--- config.mk ---
export PLATFORM = sky130hd
export DESIGN_NAME = laser500_keymatrix
export DESIGN_NICKNAME = d
export VERILOG_FILES = /design/src/rtl/laser500_keymatrix.sv
export SDC_FILE = /design/constraint.sdc
export NUM_CORES = 1
export LEC_CHECK = 0
export BUFFER_PORTS_ARGS = -buffer_cell sky130_fd_sc_hd__buf_2
export CAP_MARGIN = 10
export CORE_MARGIN = 5
export CORE_UTILIZATION = 30
export DETAILED_ROUTE_END_ITERATION = 6
export SLEW_MARGIN = 30
export SYNTH_ARGS = -nofsm -noshare
export SYNTH_HDL_FRONTEND = slang
export SYNTH_SLANG_ARGS = --single-unit
export TNS_END_PERCENT = 20
--- constraint.sdc ---
create_clock -name clk -period 5.7 [get_ports clk]
set_input_delay 0.285 -clock clk [delete_from_list [all_inputs] [get_ports clk]]
set_output_delay 0.285 -clock clk [all_outputs]
set_load 0.005 [all_outputs]
--- src/rtl/laser500_keymatrix.sv ---
// PS/2 key events -> Laser 500 8x7 key matrix, plus F12 reset stretch and Caps Lock latch.
// Matrix bit updates on the third clock edge counting the one that sees the toggle; one pending event is buffered while busy (newest wins).
module laser500_keymatrix #(
    parameter int RESET_PULSE = 4800,
    parameter int ROWS        = 8
) (
    input  logic        clk,
    input  logic        reset_n,
    input  logic [10:0] ps2_key,
    input  logic [7:0]  row_sel,
    output logic [6:0]  kd,
    output logic        caps_led,
    output logic        rst_req,
    output logic        busy
);

    localparam int CW = $clog2(RESET_PULSE + 1);

    typedef enum logic [1:0] {IDLE, LOOKUP, APPLY} state_t;

    state_t                 state;
    logic                   hist;
    logic                   hist_vld;
    logic                   evt;
    logic [9:0]             cur;
    logic [9:0]             pend;
    logic                   pend_vld;
    logic                   km_vld;
    logic [2:0]             km_row;
    logic [2:0]             km_col;
    logic                   km_f12;
    logic                   km_caps;
    logic [ROWS-1:0][6:0]   matrix;
    logic [CW-1:0]          rst_cnt;
    logic [6:0]             hit;

    function automatic logic [6:0] ke(input int r, input int c);
        return {1'b1, 3'(r), 3'(c)};
    endfunction

    // Key is {ext, code}; result is {valid, row, col}.
    function automatic logic [6:0] keymap(input logic [8:0] key);
        logic [6:0] e;
        e = 7'h00;
        case (key)
            9'h015: e = ke(0, 0);  9'h01D: e = ke(0, 1);  9'h024: e = ke(0, 2);
            9'h02D: e = ke(0, 3);  9'h02C: e = ke(0, 4);
            9'h014, 9'h114: e = ke(0, 5);
            9'h012, 9'h059: e = ke(0, 6);
            9'h01C: e = ke(1, 0);  9'h01B: e = ke(1, 1);  9'h023: e = ke(1, 2);
            9'h02B: e = ke(1, 3);  9'h034: e = ke(1, 4);
            9'h01A: e = ke(2, 0);  9'h022: e = ke(2, 1);  9'h021: e = ke(2, 2);
            9'h02A: e = ke(2, 3);  9'h032: e = ke(2, 4);
            9'h016: e = ke(3, 0);  9'h01E: e = ke(3, 1);  9'h026: e = ke(3, 2);
            9'h025: e = ke(3, 3);  9'h02E: e = ke(3, 4);
            9'h045: e = ke(4, 0);  9'h046: e = ke(4, 1);  9'h03E: e = ke(4, 2);
            9'h03D: e = ke(4, 3);  9'h036: e = ke(4, 4);
            9'h04D: e = ke(5, 0);  9'h044: e = ke(5, 1);  9'h043: e = ke(5, 2);
            9'h03C: e = ke(5, 3);  9'h035: e = ke(5, 4);
            9'h04C: e = ke(6, 0);  9'h04B: e = ke(6, 1);  9'h05A: e = ke(6, 2);
            9'h042: e = ke(6, 3);  9'h03B: e = ke(6, 4);  9'h033: e = ke(6, 5);
            9'h03A: e = ke(7, 0);  9'h16B: e = ke(7, 1);  9'h174: e = ke(7, 2);
            9'h175: e = ke(7, 3);  9'h029: e = ke(7, 4);  9'h031: e = ke(7, 5);
            9'h172: e = ke(7, 6);
            default: e = 7'h00;
        endcase
        return e;
    endfunction

    // History only becomes valid one clock after reset, so a held toggle level is never an event.
    assign evt  = hist_vld && (ps2_key[10] != hist);
    assign busy = (state != IDLE);

    always_ff @(posedge clk or negedge reset_n) begin
        if (!reset_n) begin
            state    <= IDLE;
            hist     <= 1'b0;
            hist_vld <= 1'b0;
            cur      <= '0;
            pend     <= '0;
            pend_vld <= 1'b0;
            km_vld   <= 1'b0;
            km_row   <= '0;
            km_col   <= '0;
            km_f12   <= 1'b0;
            km_caps  <= 1'b0;
            matrix   <= '0;
            caps_led <= 1'b0;
            rst_req  <= 1'b0;
            rst_cnt  <= '0;
        end else begin
            hist     <= ps2_key[10];
            hist_vld <= 1'b1;
            case (state)
                IDLE: begin
                    if (evt) begin
                        cur   <= ps2_key[9:0];
                        state <= LOOKUP;
                    end else if (pend_vld) begin
                        cur      <= pend;
                        pend_vld <= 1'b0;
                        state    <= LOOKUP;
                    end
                end
                LOOKUP: begin
                    {km_vld, km_row, km_col} <= keymap(cur[8:0]);
                    km_f12  <= (cur[8:0] == 9'h007);
                    km_caps <= (cur[8:0] == 9'h058);
                    state   <= APPLY;
                    if (evt) begin
                        pend     <= ps2_key[9:0];
                        pend_vld <= 1'b1;
                    end
                end
                APPLY: begin
                    if (km_vld)
                        matrix[km_row][km_col] <= cur[9];
                    if (km_caps && cur[9])
                        caps_led <= ~caps_led;
                    // A toggle seen right now would overwrite the pending slot anyway, so take it directly.
                    if (evt) begin
                        cur      <= ps2_key[9:0];
                        pend_vld <= 1'b0;
                        state    <= LOOKUP;
                    end else if (pend_vld) begin
                        cur      <= pend;
                        pend_vld <= 1'b0;
                        state    <= LOOKUP;
                    end else begin
                        state <= IDLE;
                    end
                end
                default: state <= IDLE;
            endcase

            if (state == APPLY && km_f12 && cur[9]) begin
                rst_req <= 1'b1;
                rst_cnt <= CW'(RESET_PULSE - 1);
            end else if (rst_req) begin
                if (rst_cnt == '0)
                    rst_req <= 1'b0;
                else
                    rst_cnt <= rst_cnt - 1'b1;
            end
        end
    end

    always_comb begin
        hit = '0;
        for (int r = 0; r < ROWS; r++)
            if (!row_sel[r])
                hit = hit | matrix[r];
    end

    assign kd = ~hit;

endmodule

==> flow_summary.json, run 1 <==
{
  "clkTransAtPathRegs_ns": 0.07,
  "hold_viol_final": 0,
  "drv_slew": 0,
  "grt_pass1_vias": 4314,
  "vias_per_cell": 4.99,
  "finalSetupTns_ns": 0,
  "setup_viol": 0,
  "crit_path_end_kind": "flip-flop",
  "syn_to_final_growth_pct": 11.6,
  "fmax_ghz": 0.395,
  "syn_inst": 640,
  "ant_nets": 0,
  "grt_usage_pct": 12.5,
  "clockBufferDepth": 2,
  "path_cells": "or4b_1 > a2111o_1 > a21oi_1 > a311o_2 > nor3_1 > a41oi_1",
  "clkSinkCount": 105,
  "cts.htree.levels": 3,
  "dr.pass1.iters": 5,
  "clockRootBuffer": "clkbuf_16",
  "cts_setup_buffers": 0,
  "slowest_stage": "dfrtp_1",
  "coreArea_mm2": 0.0188,
  "max_slew.worst_pin.slew_ns": 0.927,
  "drt_iter0_drc": 414,
  "hold_class": "in2reg",
  "grt_setup_unrepaired": "false",
  "yosysUniqueCellTypes": 60,
  "cts_tree": "done",
  "syn-cell-area_mm2": 0.00576,
  "cpPeakStageDelay_ns": 0.86,
  "synthFlopType": "dfrtp_1",
  "worstSkewPairLatency_ns": 0.34,
  "dpl.hpwl_um": 9340,
  "post-route-drc-count": 0,
  "rows": 50,
  "ys_seq_area_share_pct": 45.6,
  "synth_most_common_cell": "dfrtp_1",
  "outcome": "completed",
  "vias": 4570,
  "numCtsBuffers": 9,
  "portBuffers": 30,
  "start_util_pct": 30.6,
  "antenna_found_initial": 0,
  "ys_seq_elements": 105,
  "routedWlPerCell_um": 14.8,
  "place_congestion": 0.904,
  "yosys.area.top_type": "dfrtp_1",
  "yosys_warnings": 0,
  "leakage_nw": 2.66,
  "arrival_ns": 2.79,
  "path_buf_inv": 0,
  "grt_max_degree": 65,
  "io_pins": 31,
  "wirelength_um": 13600,
  "avgSynthCellArea_um2": 9.00,
  "synthTopCellsByArea": "dfrtp_1 46%, mux2_2 9.2%, nand2_1 5.0%",
  "async_flop_share_pct": 100,
  "critical_path.max_fanout": 26,
  "crit_required_ns": 5.96,
  "synth.top_cells.by_count": "105 x dfrtp_1, 76 x nand2_1, 65 x nor2_1",
  "path_class": "reg2reg",
  "crit_family": "compound AO/OA/AOI/OAI gates",
  "period_share_pct": 44.4,
  "drive_gt1_share_pct": 17.1,
  "stdcell_area_mm2": 0.00643,
  "synth_edf_count": 0,
  "cp-start-kind": "flip-flop",
  "irDropWorstVdd_uv": 291,
  "cts.repair.resized": 0,
  "yosys.area.top_type_share_pct": 45.6,
  "max-cap-violations": 0,
  "synth_nets": 662,
  "ctsHoldBuffers": 1,
  "whs_ns": 0.0702,
  "period_minus_slack_ns": 2.53,
  "grt_overflow_total": 0,
  "fin_skew_ns": 0.00608,
  "dieArea_mm2": 0.0221,
  "grt_pass1_wl_um": 22600,
  "die_w_um": 149,
  "die_h_um": 149,
  "num-nets-final": 673,
  "power_density_mw_per_mm2": 413,
  "slew_headroom_pct": 38.0,
  "placed_area_mm2": 0.00613,
  "p_total_mw": 2.65,
  "n_antenna_cell": 0
}
## metal layers
metal	global-route usage (%)	vias up	wire [um]
li1	-	2253	-
met1	18.9	2163	6760
met2	18.1	130	5910
met3	1.86	24	570
met4	4.39	0	328
met5	0	-	0
## cell families after synthesis
family	synth area share, %
compound gates	14.1
xor+xnor	1.67
fa+ha+maj	0.391
buf+inv	6.21
flops	45.6
mux	10.9
other cells	0.0651
simple gates	21.0
## through the flow
stage               utilization [%]  std cells  setup WS [ns]
global route                   34.1        916           3.06
finish                         34.1        916           3.17
floorplan                         -        640           3.65
detailed placement             32.6        899           3.22
global placement               32.5        899           3.25
CTS                            34.1        916           3.21
## area by class of cell
cell class,instances,area [um^2]
flip-flops and latches,105,2630
inverters,62,233
clock inverters,5,37.5
fillers,1954,12400
repair buffers,33,178
well taps,260,325
clock buffers,11,243
multi-input cells,440,2790
## cell usage in the layout (no fill, tap or decap), drive strengths merged, types with 2 or more instances in the layout
master | synthesis | layout
dfrtp | 105 | 105
nand2 | 76 | 76
nor2 | 65 | 65
inv | 62 | 64
mux2 | 47 | 47
o21ai | 35 | 35
buf | 2 | 32
o22ai | 30 | 30
a21oi | 23 | 23
nand3 | 17 | 17
nor3 | 12 | 12
nor2b | 11 | 11
clkbuf | 31 | 11
nor4 | 10 | 10
mux2i | 10 | 10
a31oi | 8 | 8
nand3b | 7 | 7
nor3b | 7 | 7
nand2b | 6 | 6
nand4 | 6 | 6
xnor2 | 6 | 6
or3 | 6 | 6
xor2 | 5 | 5
o31ai | 4 | 4
a32o | 4 | 4
or4 | 4 | 4
and3 | 3 | 3
o41ai | 3 | 3
nand4b | 3 | 3
or3b | 3 | 3
or2 | 2 | 2
and3b | 2 | 2
o211ai | 2 | 2
a32oi | 2 | 2
o22a | 2 | 2
a311oi | 2 | 2
clkinvlp | 0 | 2
## worst reg2reg max path: stages, from the launching register on
cell and delay [ns]:
dfrtp_1 0.86, or4b_1 0.50, a2111o_1 0.41, a21oi_1 0.18, a311o_2 0.19, nor3_1 0.08, a41oi_1 0.23
## power breakdown
part / internal, mW / switching (mW)
clock network: 0.311 / 0.279
logic: 0.369 / 0.456
registers: 0.920 / 0.320
total: 1.60 / 1.05
## registers in the layout (all words and copies together), names as in the netlist
signal / cells
km_caps: 1
km_row: 3
pend: 10
km_col: 3
km_f12: 1
hist_vld: 1
matrix: 56
rst_cnt: 13
caps_led: 1
km_vld: 1
hist: 1
rst_req: 1
pend_vld: 1
state: 2
cur: 10
## worst paths after layout
| check | start | to | slack [ns] | cells past startpoint |
|---|---|---|---|---|
| max | cur[0]$_DFFE_PN0P_ | km_vld$_DFFE_PN0P_ | 3.17 | 6 |
| min | ps2_key[10] | hist$_DFF_PN0_ | 0.07 | 1 |
| max reg2reg | cur[0]$_DFFE_PN0P_ | km_vld$_DFFE_PN0P_ | 3.17 | 6 |
| min reg2reg | caps_led$_DFFE_PN0P_ | caps_led$_DFFE_PN0P_ | 0.47 | 1 |
| max in group asynchronous | reset_n | pend[3]$_DFFE_PN0P_ | 3.99 | 3 |
| min in group asynchronous | reset_n | matrix[35]$_DFFE_PN0P_ | 0.47 | 2 |
(Power assumes the default switching activity.)
==> run 2: changes to the inputs <==
==> constraint.sdc (replaced) <==
create_clock -name clk -period 2.4 [get_ports clk]
set_input_delay 0.12 -clock clk [delete_from_list [all_inputs] [get_ports clk]]
set_output_delay 0.12 -clock clk [all_outputs]
set_load 0.005 [all_outputs]
==> flow_summary.json, run 2 (same netlist as run 1, synthesis figures left out) <==
{
  "hold_viol_final": 0,
  "whs_ns": 0.0103,
  "dpl.hpwl_um": 9480,
  "wl_met3_um": 501,
  "cts.repair.resized": 0,
  "grt_overflow_total": 0,
  "portBuffers": 30,
  "die_h_um": 149,
  "top_layer": "met4",
  "reg.largest.list": "matrix: 56 flops, rst_cnt: 13 flops",
  "clockBufferDepth": 2,
  "dieArea_mm2": 0.0221,
  "largest_reg_flops": 56,
  "fmax_ghz": 0.456,
  "cts.htree.levels": 3,
  "max_slew.worst_pin.slew_ns": 0.607,
  "coreArea_mm2": 0.0188,
  "crit_end": "rst_cnt[7]$_DFFE_PN0P_",
  "syn_to_final_growth_pct": 15.2,
  "leakage_nw": 2.79,
  "post-route-drc-count": 0,
  "io_pins": 31,
  "antenna_found_initial": 0,
  "place_congestion": 0.911,
  "critical_path.max_fanout": 7,
  "vias_per_cell": 4.94,
  "start_util_pct": 30.6,
  "grt_usage_pct": 12.9,
  "num-nets-final": 698,
  "mostFrequentLayoutCells": "105 x dfrtp_1, 76 x nand2_1, 65 x nor2_1",
  "routedWlPerCell_um": 14.6,
  "clkSinkCount": 105,
  "finalSetupTns_ns": 0,
  "outcome": "completed",
  "rrSetupSlack_ns": 0.21,
  "period_share_pct": 91.3,
  "drv_slew": 0,
  "rows": 50,
  "fin_skew_ns": 0.0119,
  "numCtsBuffers": 9,
  "reg2regPathDepth": 6,
  "cp-startpoint": "rst_cnt[5]$_DFFE_PN0P_",
  "max-cap-violations": 0,
  "crit_required_ns": 2.63,
  "timing.rr.end": "rst_cnt[7]$_DFFE_PN0P_",
  "drive_gt1_share_pct": 19.4,
  "dr.pass1.iters": 5,
  "cts_setup_buffers": 0,
  "cts_tree": "done",
  "die_w_um": 149,
  "ant_nets": 0,
  "worstSkewPairLatency_ns": 0.35,
  "crit_path_end_kind": "flip-flop",
  "hold_class": "in2reg",
  "drt_iter0_drc": 261,
  "irDropWorstVdd_uv": 745,
  "period_minus_slack_ns": 2.19,
  "regMostFlops": "matrix",
  "timing.rr.start": "rst_cnt[5]$_DFFE_PN0P_",
  "mostFrequentLayoutCell": "dfrtp_1",
  "n_antenna_cell": 0,
  "slew_headroom_pct": 59.4,
  "grt_max_degree": 61,
  "setup_viol": 0,
  "vias": 4653,
  "wirelength_um": 13700,
  "grt_setup_unrepaired": "false",
  "arrival_ns": 2.42,
  "path_class": "reg2reg",
  "clkTransAtPathRegs_ns": 0.07,
  "clockRootBuffer": "clkbuf_16",
  "grt_pass1_wl_um": 23200,
  "dr_wl_met2_um": 6210,
  "cp-start-kind": "flip-flop",
  "power_density_mw_per_mm2": 981,
  "met1Wirelength_um": 6710,
  "grt_pass1_vias": 4438
}
==> run 2: changes by cell type in the layout (fill, tap and decap cells not counted), moves of 2 or more <==
cell	change
buf_4	+20
dlygate4sd3_1	+3
buf_12	+2
nor3b_1	+2
nor3b_2	-2
==> run 2: critical path, cell delays in order (launching register included) <==
cell and delay [ns]:
dfrtp_1 0.41, or4_4 0.55, or4_4 0.49, o2111ai_4 0.29
nor4_1 0.10, xnor2_1 0.16, nand2_1 0.07
==> run 2: worst min path at each step <==
stage / start / endpoint / slack, ns / cells after the start
2_1_floorplan: reset_n / caps_led$_DFFE_PN0P_ / -0.18 / 0
3_3_place_gp: reset_n / matrix[22]$_DFFE_PN0P_ / 0.14 / 1
5_1_grt: ps2_key[1] / pend[1]$_DFFE_PN0P_ / 0.01 / 2
3_5_place_dp: reset_n / matrix[22]$_DFFE_PN0P_ / 0.14 / 1
6_report: ps2_key[1] / pend[1]$_DFFE_PN0P_ / 0.01 / 2
4_1_cts: ps2_key[7] / pend[7]$_DFFE_PN0P_ / 0.001 / 2
==> run 2: final cells by class <==
type,instances,area [um^2]
fillers,1943,12200
multi-input cells,440,2770
flip-flops and latches,105,2630
repair buffers,58,398
well taps,260,325
inverters,62,233
clock buffers,9,225
clock inverters,7,53.8
==> run 2: power by group <==
part / leakage, nW / internal (mW) / switching [mW]
Combinational: 1.26 / 1.05 / 1.47
Sequential: 1.40 / 2.19 / 0.396
Clock: 0.134 / 0.713 / 0.686
Total: 2.79 / 3.95 / 2.55
==> run 2: per-layer routing <==
| layer | track usage [%] | up-vias |
|---|---|---|
| met2 | 19.9 | 109 |
| met4 | 5.31 | 0 |
| met1 | 18.1 | 2227 |
| met3 | 1.83 | 17 |
| met5 | 0 | - |
| li1 | - | 2300 |
==> run 2: stage by stage <==
step / power, mW / util, % / worst slack [ns] / instances / area [um^2]
6_report: 6.51 / 35.2 / 0.208 / 941 / 6640
4_1_cts: 6.52 / 35.2 / 0.198 / 941 / 6640
2_1_floorplan: 4.26 / - / 0.350 / 640 / 5760
3_3_place_gp: 5.11 / 33.5 / 0.234 / 921 / 6320
3_5_place_dp: 5.11 / 33.5 / 0.219 / 921 / 6320
5_1_grt: 6.94 / 35.2 / 0.0943 / 941 / 6640
==> run 2: repair_timing <==
action                                 in CTS  in global routing
setup endpoints to repair                   0                  0
endpoints found under the hold margin      40                  0
hold buffers                                4                  0
